`src/rtl/life_pkg.sv`:
```
// Shared encodings for the 8x8 life array host: command opcodes, FSM states, frame geometry.
package life_pkg;

    localparam int WORDS   = 4;
    localparam int WORD_W  = 16;
    localparam int FRAME_W = 64;

    typedef enum logic [1:0] {
        OP_LOAD = 2'b00,
        OP_STEP = 2'b01,
        OP_READ = 2'b10,
        OP_RUN  = 2'b11
    } op_e;

    typedef enum logic [2:0] {
        ST_IDLE,
        ST_LOAD,
        ST_STEP,
        ST_READ,
        ST_RESP
    } state_e;

endpackage

```
`src/rtl/life_popcount64.sv`:
```
// Combinational population count of a 64-bit frame (0..64 live cells).
module life_popcount64
    import life_pkg::*;
(
    input  logic [FRAME_W-1:0] frame,
    output logic [6:0]         count
);

    always_comb begin
        count = '0;
        for (int i = 0; i < FRAME_W; i++) begin
            count = count + 7'(frame[i]);
        end
    end

endmodule

```
`src/rtl/life_array_host.sv`:
```
// Host master for the 16-bit windowed port of an 8x8 life array tile.
// Optional live-cell count of the returned frame is built when LIFE_HOST_POPCOUNT_EN is defined.
module life_array_host
    import life_pkg::*;
#(
    parameter int READ_LAT = 0,
    parameter int STEP_GAP = 1
) (
    input  logic               clk,
    input  logic               reset,
    input  logic               cmd_valid,
    output logic               cmd_ready,
    input  logic [1:0]         cmd_op,
    input  logic [FRAME_W-1:0] cmd_frame,
    input  logic [7:0]         cmd_gens,
    output logic               rsp_valid,
    input  logic               rsp_ready,
    output logic [FRAME_W-1:0] rsp_frame,
    output logic [6:0]         rsp_alive,
    output logic [WORD_W-1:0]  arr_vali,
    output logic [1:0]         arr_vali_sel,
    output logic               arr_write_enb,
    input  logic [WORD_W-1:0]  arr_valo,
    output logic [1:0]         arr_valo_sel,
    output logic               arr_step
);

    localparam logic [1:0] LAT = 2'(READ_LAT);
    localparam logic [7:0] GAP = 8'(STEP_GAP);

    state_e             state_q, state_d;
    op_e                op_q, op_d;
    logic [FRAME_W-1:0] frame_q, frame_d;
    logic [7:0]         gen_cnt_q, gen_cnt_d;
    logic [7:0]         gap_cnt_q, gap_cnt_d;
    logic [1:0]         word_idx_q, word_idx_d;
    logic [1:0]         lat_cnt_q, lat_cnt_d;
    logic [FRAME_W-1:0] rsp_frame_q, rsp_frame_d;

    always_ff @(posedge clk or posedge reset) begin
        if (reset) begin
            state_q     <= ST_IDLE;
            op_q        <= OP_LOAD;
            frame_q     <= '0;
            gen_cnt_q   <= '0;
            gap_cnt_q   <= '0;
            word_idx_q  <= '0;
            lat_cnt_q   <= '0;
            rsp_frame_q <= '0;
        end else begin
            state_q     <= state_d;
            op_q        <= op_d;
            frame_q     <= frame_d;
            gen_cnt_q   <= gen_cnt_d;
            gap_cnt_q   <= gap_cnt_d;
            word_idx_q  <= word_idx_d;
            lat_cnt_q   <= lat_cnt_d;
            rsp_frame_q <= rsp_frame_d;
        end
    end

    always_comb begin
        state_d       = state_q;
        op_d          = op_q;
        frame_d       = frame_q;
        gen_cnt_d     = gen_cnt_q;
        gap_cnt_d     = gap_cnt_q;
        word_idx_d    = word_idx_q;
        lat_cnt_d     = lat_cnt_q;
        rsp_frame_d   = rsp_frame_q;
        cmd_ready     = 1'b0;
        rsp_valid     = 1'b0;
        arr_vali      = '0;
        arr_vali_sel  = '0;
        arr_write_enb = 1'b0;
        arr_valo_sel  = '0;
        arr_step      = 1'b0;

        case (state_q)
            ST_IDLE: begin
                cmd_ready = 1'b1;
                if (cmd_valid) begin
                    op_d       = op_e'(cmd_op);
                    frame_d    = cmd_frame;
                    gen_cnt_d  = cmd_gens;
                    gap_cnt_d  = '0;
                    word_idx_d = '0;
                    lat_cnt_d  = '0;
                    case (op_e'(cmd_op))
                        OP_LOAD: state_d = ST_LOAD;
                        OP_READ: state_d = ST_READ;
                        OP_STEP: state_d = (cmd_gens == 8'd0) ? ST_RESP : ST_STEP;
                        default: state_d = (cmd_gens == 8'd0) ? ST_READ : ST_STEP;
                    endcase
                end
            end

            ST_LOAD: begin
                arr_write_enb = 1'b1;
                arr_vali_sel  = word_idx_q;
                arr_vali      = frame_q[{word_idx_q, 4'b0000} +: WORD_W];
                word_idx_d    = word_idx_q + 2'd1;
                if (word_idx_q == 2'd3) begin
                    state_d = ST_RESP;
                end
            end

            // gap_cnt_q == 0 marks a pulse cycle; nonzero counts down the idle gap after it
            ST_STEP: begin
                if (gap_cnt_q == 8'd0) begin
                    arr_step  = 1'b1;
                    gen_cnt_d = gen_cnt_q - 8'd1;
                    if (GAP == 8'd0) begin
                        if (gen_cnt_q == 8'd1) begin
                            state_d = (op_q == OP_RUN) ? ST_READ : ST_RESP;
                        end
                    end else begin
                        gap_cnt_d = GAP;
                    end
                end else begin
                    gap_cnt_d = gap_cnt_q - 8'd1;
                    if (gap_cnt_q == 8'd1 && gen_cnt_q == 8'd0) begin
                        state_d = (op_q == OP_RUN) ? ST_READ : ST_RESP;
                    end
                end
            end

            ST_READ: begin
                arr_valo_sel = word_idx_q;
                if (lat_cnt_q == LAT) begin
                    rsp_frame_d[{word_idx_q, 4'b0000} +: WORD_W] = arr_valo;
                    lat_cnt_d  = '0;
                    word_idx_d = word_idx_q + 2'd1;
                    if (word_idx_q == 2'd3) begin
                        state_d = ST_RESP;
                    end
                end else begin
                    lat_cnt_d = lat_cnt_q + 2'd1;
                end
            end

            ST_RESP: begin
                rsp_valid = 1'b1;
                if (rsp_ready) begin
                    state_d = ST_IDLE;
                end
            end

            default: state_d = ST_IDLE;
        endcase
    end

    assign rsp_frame = rsp_frame_q;

`ifdef LIFE_HOST_POPCOUNT_EN
    logic [6:0] alive_d;
    logic [6:0] alive_q;

    life_popcount64 u_popcount (
        .frame (rsp_frame_d),
        .count (alive_d)
    );

    always_ff @(posedge clk or posedge reset) begin
        if (reset) begin
            alive_q <= '0;
        end else begin
            alive_q <= alive_d;
        end
    end

    assign rsp_alive = alive_q;
`else
    assign rsp_alive = '0;
`endif

endmodule

```
`config.mk`:
```
export PLATFORM = sky130hd
export DESIGN_NAME = life_array_host
export DESIGN_NICKNAME = d
export VERILOG_FILES = /design/src/rtl/life_pkg.sv /design/src/rtl/life_popcount64.sv /design/src/rtl/life_array_host.sv
export SDC_FILE = /design/constraint.sdc
export NUM_CORES = 1
export LEC_CHECK = 0
export CAP_MARGIN = 15
export CORE_MARGIN = 4
export CORE_UTILIZATION = 53
export DETAILED_ROUTE_END_ITERATION = 8
export MAX_ROUTING_LAYER = met4
export PLACE_DENSITY = 0.87
export SYNTH_ARGS = -nofsm -noshare
export SYNTH_HDL_FRONTEND = slang
export SYNTH_SLANG_ARGS = --single-unit
```
`constraint.sdc`:
```
create_clock -name clk -period 7.51 [get_ports clk]
set_clock_uncertainty 0.1 [all_clocks]
set_input_delay 0.751 -clock clk [delete_from_list [all_inputs] [get_ports clk]]
set_output_delay 0.751 -clock clk [all_outputs]
set_load 0.05 [all_outputs]
```
## After elaboration in Yosys (flattened, before gate mapping)

Cells that the tools add are included.
Widths: inputs -> output; s select.

| operators by class | value |
|---|---|
| $add $sub $neg | 5 |
| equal/unequal tests | 15 |
| shift-type cells | 3 |
| muxes and demuxes | 31 |
| reduce and logical (&&, ||, !) cells | 17 |

Operators by type and width:

| kind | number |
|---|---|
| $bwmux 64 | 1 |
| $shift 16x8->64 const A | 1 |
| $shiftx 16x8->64 | 1 |
| $shiftx 64x7->16 | 1 |
| $mux 8 | 4 |
| $pmux 8 s2 | 2 |
| $logic_not 8->1 | 3 |
| $mux 3 | 8 |
| $mux 16 | 1 |
| $sub 8x1->8 const B | 2 |
| $pmux 3 s5 | 1 |
| $ne 2x2->1 const B | 6 |
| $mux 2 | 5 |
| $pmux 3 s3 | 1 |
| $eq 8x1->1 const B | 1 |
| $neg 6->8 | 1 |
| $reduce_and 2->1 | 4 |
| $eq 2x2->1 const B | 3 |
| $eq 3x2->1 const B | 2 |
| $mux 1 | 6 |
| $pmux 2 s3 | 1 |
| $reduce_and 3->1 | 2 |
| $reduce_and 5->1 | 1 |
| $add 2x1->2 const B | 2 |
| 9 further kinds | 11 |

| word-level totals | value |
|---|---|
| flip-flop bits (word level) | 153 |
| bits of input ports | 94 |
| output and inout bits | 95 |
| logic and storage cells | 79 |

## Depth between registers and ports, before layout

| depth | value |
|---|---|
| depth in word-level cells | 5 |
| mapped depth | 8 |
| mapped depth without buffers | 6 |

## Least setup slack after synthesis

No wires, ideal clock.

| timing path | value |
|---|---|
| path type | register to output |
| start point | register state_q[1] |
| end point | output port cmd_ready |
| data arrival time | 1821 ps |
| data required time | 6659 ps |
| setup slack | 4838 ps |
| cell stages (with the launch flop) | 3 |
| buffers on the path | 1 |
| cell sequence | dfrtp_1 > buf_2 > nor3_1 |

| on the way | value |
|---|---|
| cells in the longest elaborated chain, start to end | 2 |

Ends and longest elaborated chain:

| item | line | RTL |
|---|---|---|
| start: declaration | life_array_host.sv:31 | `state_e state_q, state_d;` |
| start signal: assignment | life_array_host.sv:51 | `state_q <= state_d;` |
| $logic_not 3->1 | life_array_host.sv:79 | `case (state_q)` |
| $mux 1 | life_array_host.sv:79 |  |
| end: declaration | life_array_host.sv:12 | `output logic cmd_ready,` |

Every way passes these cells.

## Worst setup path in the final report

| timing path | value |
|---|---|
| start point | register word_idx_q[0] |
| end point | output port arr_valo_sel[0] |

| on the way | value |
|---|---|
| cells in the longest elaborated chain, start to end | 1 |

Ends and longest elaborated chain:

| item | line | RTL |
|---|---|---|
| start: declaration | life_array_host.sv:36 | `logic [1:0] word_idx_q, word_idx_d;` |
| start signal: assignment | life_array_host.sv:56 | `word_idx_q <= word_idx_d;` |
| $mux 2 | life_array_host.sv:79 |  |
| end: declaration | life_array_host.sv:24 | `output logic [1:0] arr_valo_sel,` |

Every way passes these cells.

==> metrics.md <==
| Metric | Value |
|---|---|
| Status | `finished clean` |
| Root buf cell | `clkbuf_16` |
| Post-synth ARST share | `100%` |
| Skew-Pair Late Insertion Delay | `420 ps` |
| Synthesis Warnings | `0` |
| FF-to-FF End | `rsp_frame[16]` |
| WL final | `18,500 um` |
| Initial antenna violation count | `0` |
| Largest area contributor in the netlist | `dfrtp_1` |
| CTS tree | `done` |
| I/O pins | `189` |
| Critical Path Max Stage Delay | `1060 ps` |
| Critical path fanouts, max | `22` |
| TritonCTS buffer count | `17` |
| NumNets Final | `1,059` |
| Hold Vio Cnt, Final | `0` |
| ANT cells | `0` |
| Remaining antenna violation count | `0` |
| RePlAce Congestion | `0.876` |
| Layout Utilization | `73.0%` |
| Crit-path cells | `clkinv_1, nor2_1, clkdlybuf4s50_1` |
| IO Port Bufs | `181` |
| Dpl hpwl | `12,800 um` |
| Wire per inst | `16.2 um` |
| Critical-path cell with the highest stage delay | `dfrtp_1` |
| Clk sink count | `153` |
| Largest net degree at the start of global routing | `106` |
| Power per cell area | `447 nW/um^2` |
| Total grt overflow | `0` |
| Setup violations, final | `0` |
| Vias per inst | `5.37` |
| Seq. cell area | `3830 um^2` |
| Max_slew headroom | `27.3%` |
| Crit path kind | `register to output pin` |
| Hold path depth | `2` |
| Hold wc startpoint | `frame_q[49]` |
| Worst Max-Slew Pin Slew | `1090 ps` |
| Post_cts resized | `0` |
| F_max | `0.253 GHz` |
| Post-Syn Area | `7130 um^2` |
| Fin crit share | `52.7%` |
| VDD IR max | `0.214 mV` |
| Crit start category | `register` |
| Die W | `124 um` |
| Tot GR Track Use | `25.4%` |
| Clk buf depth | `2` |
| Fraction of layout cells with a size suffix above 1 | `6.73%` |
| CTS H-Tree Depth | `4` |
| Hold WC Path Type | `register to register` |
| Buffers and inverters on the worst path | `2` |
| Most instantiated library cell after synthesis | `nand2_1` |
| Max-Cap Viols | `0` |
| Overall die area | `15,400 um^2` |
| Post-synth top area share | `53.7%` |
| Filler cell count in the final layout | `928` |
| Worst hold margin | `373 ps` |
| Multi-input logic area | `3030 um^2` |
| Unrepaired setup endpoints after global routing | `false` |
| Syn Inst Count | `792` |
| Vias post-DR | `6,128` |
| FF-to-FF Start | `word_idx_q[0]` |
| Seq/Total Area, Yosys | `53.7%` |
| Syn_area_per_cell | `9.00 um^2` |
| Number of global-route vias before repair | `5,905` |
| # rows | `42` |
| Effective utilization at floorplan | `54.1%` |
| Final slew viol count | `0` |
| Leak | `4.45 nW` |
| Synth top area cells | `dfrtp_1 54%, nand2_1 18%, o21ai_0 5.5%, mux4_2 5.1%, ha_1 2.1%` |
| DR iter-0 viols | `444` |
| Post-synth top cells | `340 x nand2_1, 153 x dfrtp_1, 79 x o21ai_0` |
| Critical Path AT | `3110 ps` |
| Synth unique cells | `51` |
| Die height | `124 um` |
| Post-synth EDFFs | `0` |
| Core region area | `13,200 um^2` |
| CP delay by family, top | `buffers and inverters` |
| DRC | `0` |
| First-pass GRT wire length | `29,100 um` |
| Area Overhead vs Synth | `35.0%` |
| R2R cell count | `5` |
| CP endpoint kind | `output pin` |
| Critical Path RT | `6660 ps` |
| Post-CTS Setup Bufs | `0` |
| Sum of negative setup slack | `0 ps` |
| Dominant synthesized flop cell | `dfrtp_1` |
| DR pass1 iterations | `5` |
| Final Critical Period | `3960 ps` |
| FF+latch count, synth | `153` |
| Hold_buf cts | `0` |
| Flop-to-flop setup slack | `3920 ps` |
| Worst-path clk slew | `60 ps` |
| WHS Endpoint | `frame_q[49]` |
[cells in the final DEF, fill, tap and decap left out, drive strengths merged, types with 8 or more instances in the layout]
master         netlist  layout
inv                 16      18
ha                  12      12
and3                17      17
nand2              340     340
mux4                16      16
dfrtp              153     153
clkbuf              29      23
a21oi               11      11
nor3b                8       8
o21ai               79      79
nor2                24      24
clkdlybuf4s50        0     181
[cell type report]
class / count / share of cell area, %
Sequential cell: 153 / 39.8
Multi-Input combinational cell: 576 / 31.5
Timing Repair Buffer: 188 / 19.4
Clock buffer: 23 / 4.96
Tap cell: 176 / 2.29
Clock inverter: 9 / 1.43
Inverter: 17 / 0.715
[flip-flops by register name, indices dropped and copies added (netlist names)]
signal	count
word_idx_q	2
gap_cnt_q	8
lat_cnt_q	2
frame_q	64
rsp_frame	64
state_q	3
gen_cnt_q	8
op_q	2
[power by group]
part	internal [mW]	switching [mW]	leakage [nW]
clock	0.552	0.335	0.298
combinational	0.731	1.26	2.34
sequential	1.17	0.258	1.81
total	2.46	1.85	4.45
[per-stage QoR]
step           setup WS (ps)  std cells  power (mW)  instance area (um^2)
2_1_floorplan           2540        798        2.79                  7150
3_3_place_gp            3960       1110        3.35                  9010
3_5_place_dp            3930       1110        3.42                  9010
4_1_cts                 3460       1142        4.33                  9630
5_1_grt                 3310       1142        4.57                  9630
6_report                3550       1142        4.31                  9630
[worst reg2reg max path: stages, from the launching register on]
cell	delay (ps)
dfrtp_1	1060
clkinv_1	580
ha_1	540
nor3b_2	850
nand2_1	150
o21ai_0	220
[layer usage]
layer / up-vias / wire length (um) / track usage (%)
li1: 2932 / - / -
met1: 2918 / 7640 / 32.2
met2: 258 / 9110 / 41.1
met3: 20 / 1480 / 5.95
met4: 0 / 292 / 7.39
met5: - / 0 / -
[worst max path at each step]
stage | start | endpoint | slack [ps] | cells after the start
floorplan | reset | frame_q[0] | 2540 | 1
global placement | word_idx_q[0] | arr_vali_sel[0] | 3960 | 3
detailed placement | word_idx_q[0] | arr_valo_sel[0] | 3930 | 3
CTS | word_idx_q[0] | arr_valo_sel[0] | 3460 | 3
global route | word_idx_q[0] | arr_valo_sel[0] | 3310 | 3
finish | word_idx_q[0] | arr_valo_sel[0] | 3550 | 3
[kinds of logic after synthesis]
group                      count (synthesis)  synth area share [%]
and+or+nand+nor                          422                  25.1
DFF                                      153                  53.7
AOI/OAI and AO/OA                        114                  9.02
buffers and inverters                     69                  4.26
muxes                                     19                  5.56
adders and majority gates                 12                  2.11
xor gates and xnor gates                   2                 0.246
other                                      1                0.0526
Note: power is estimated with default switching activity, not from simulation.
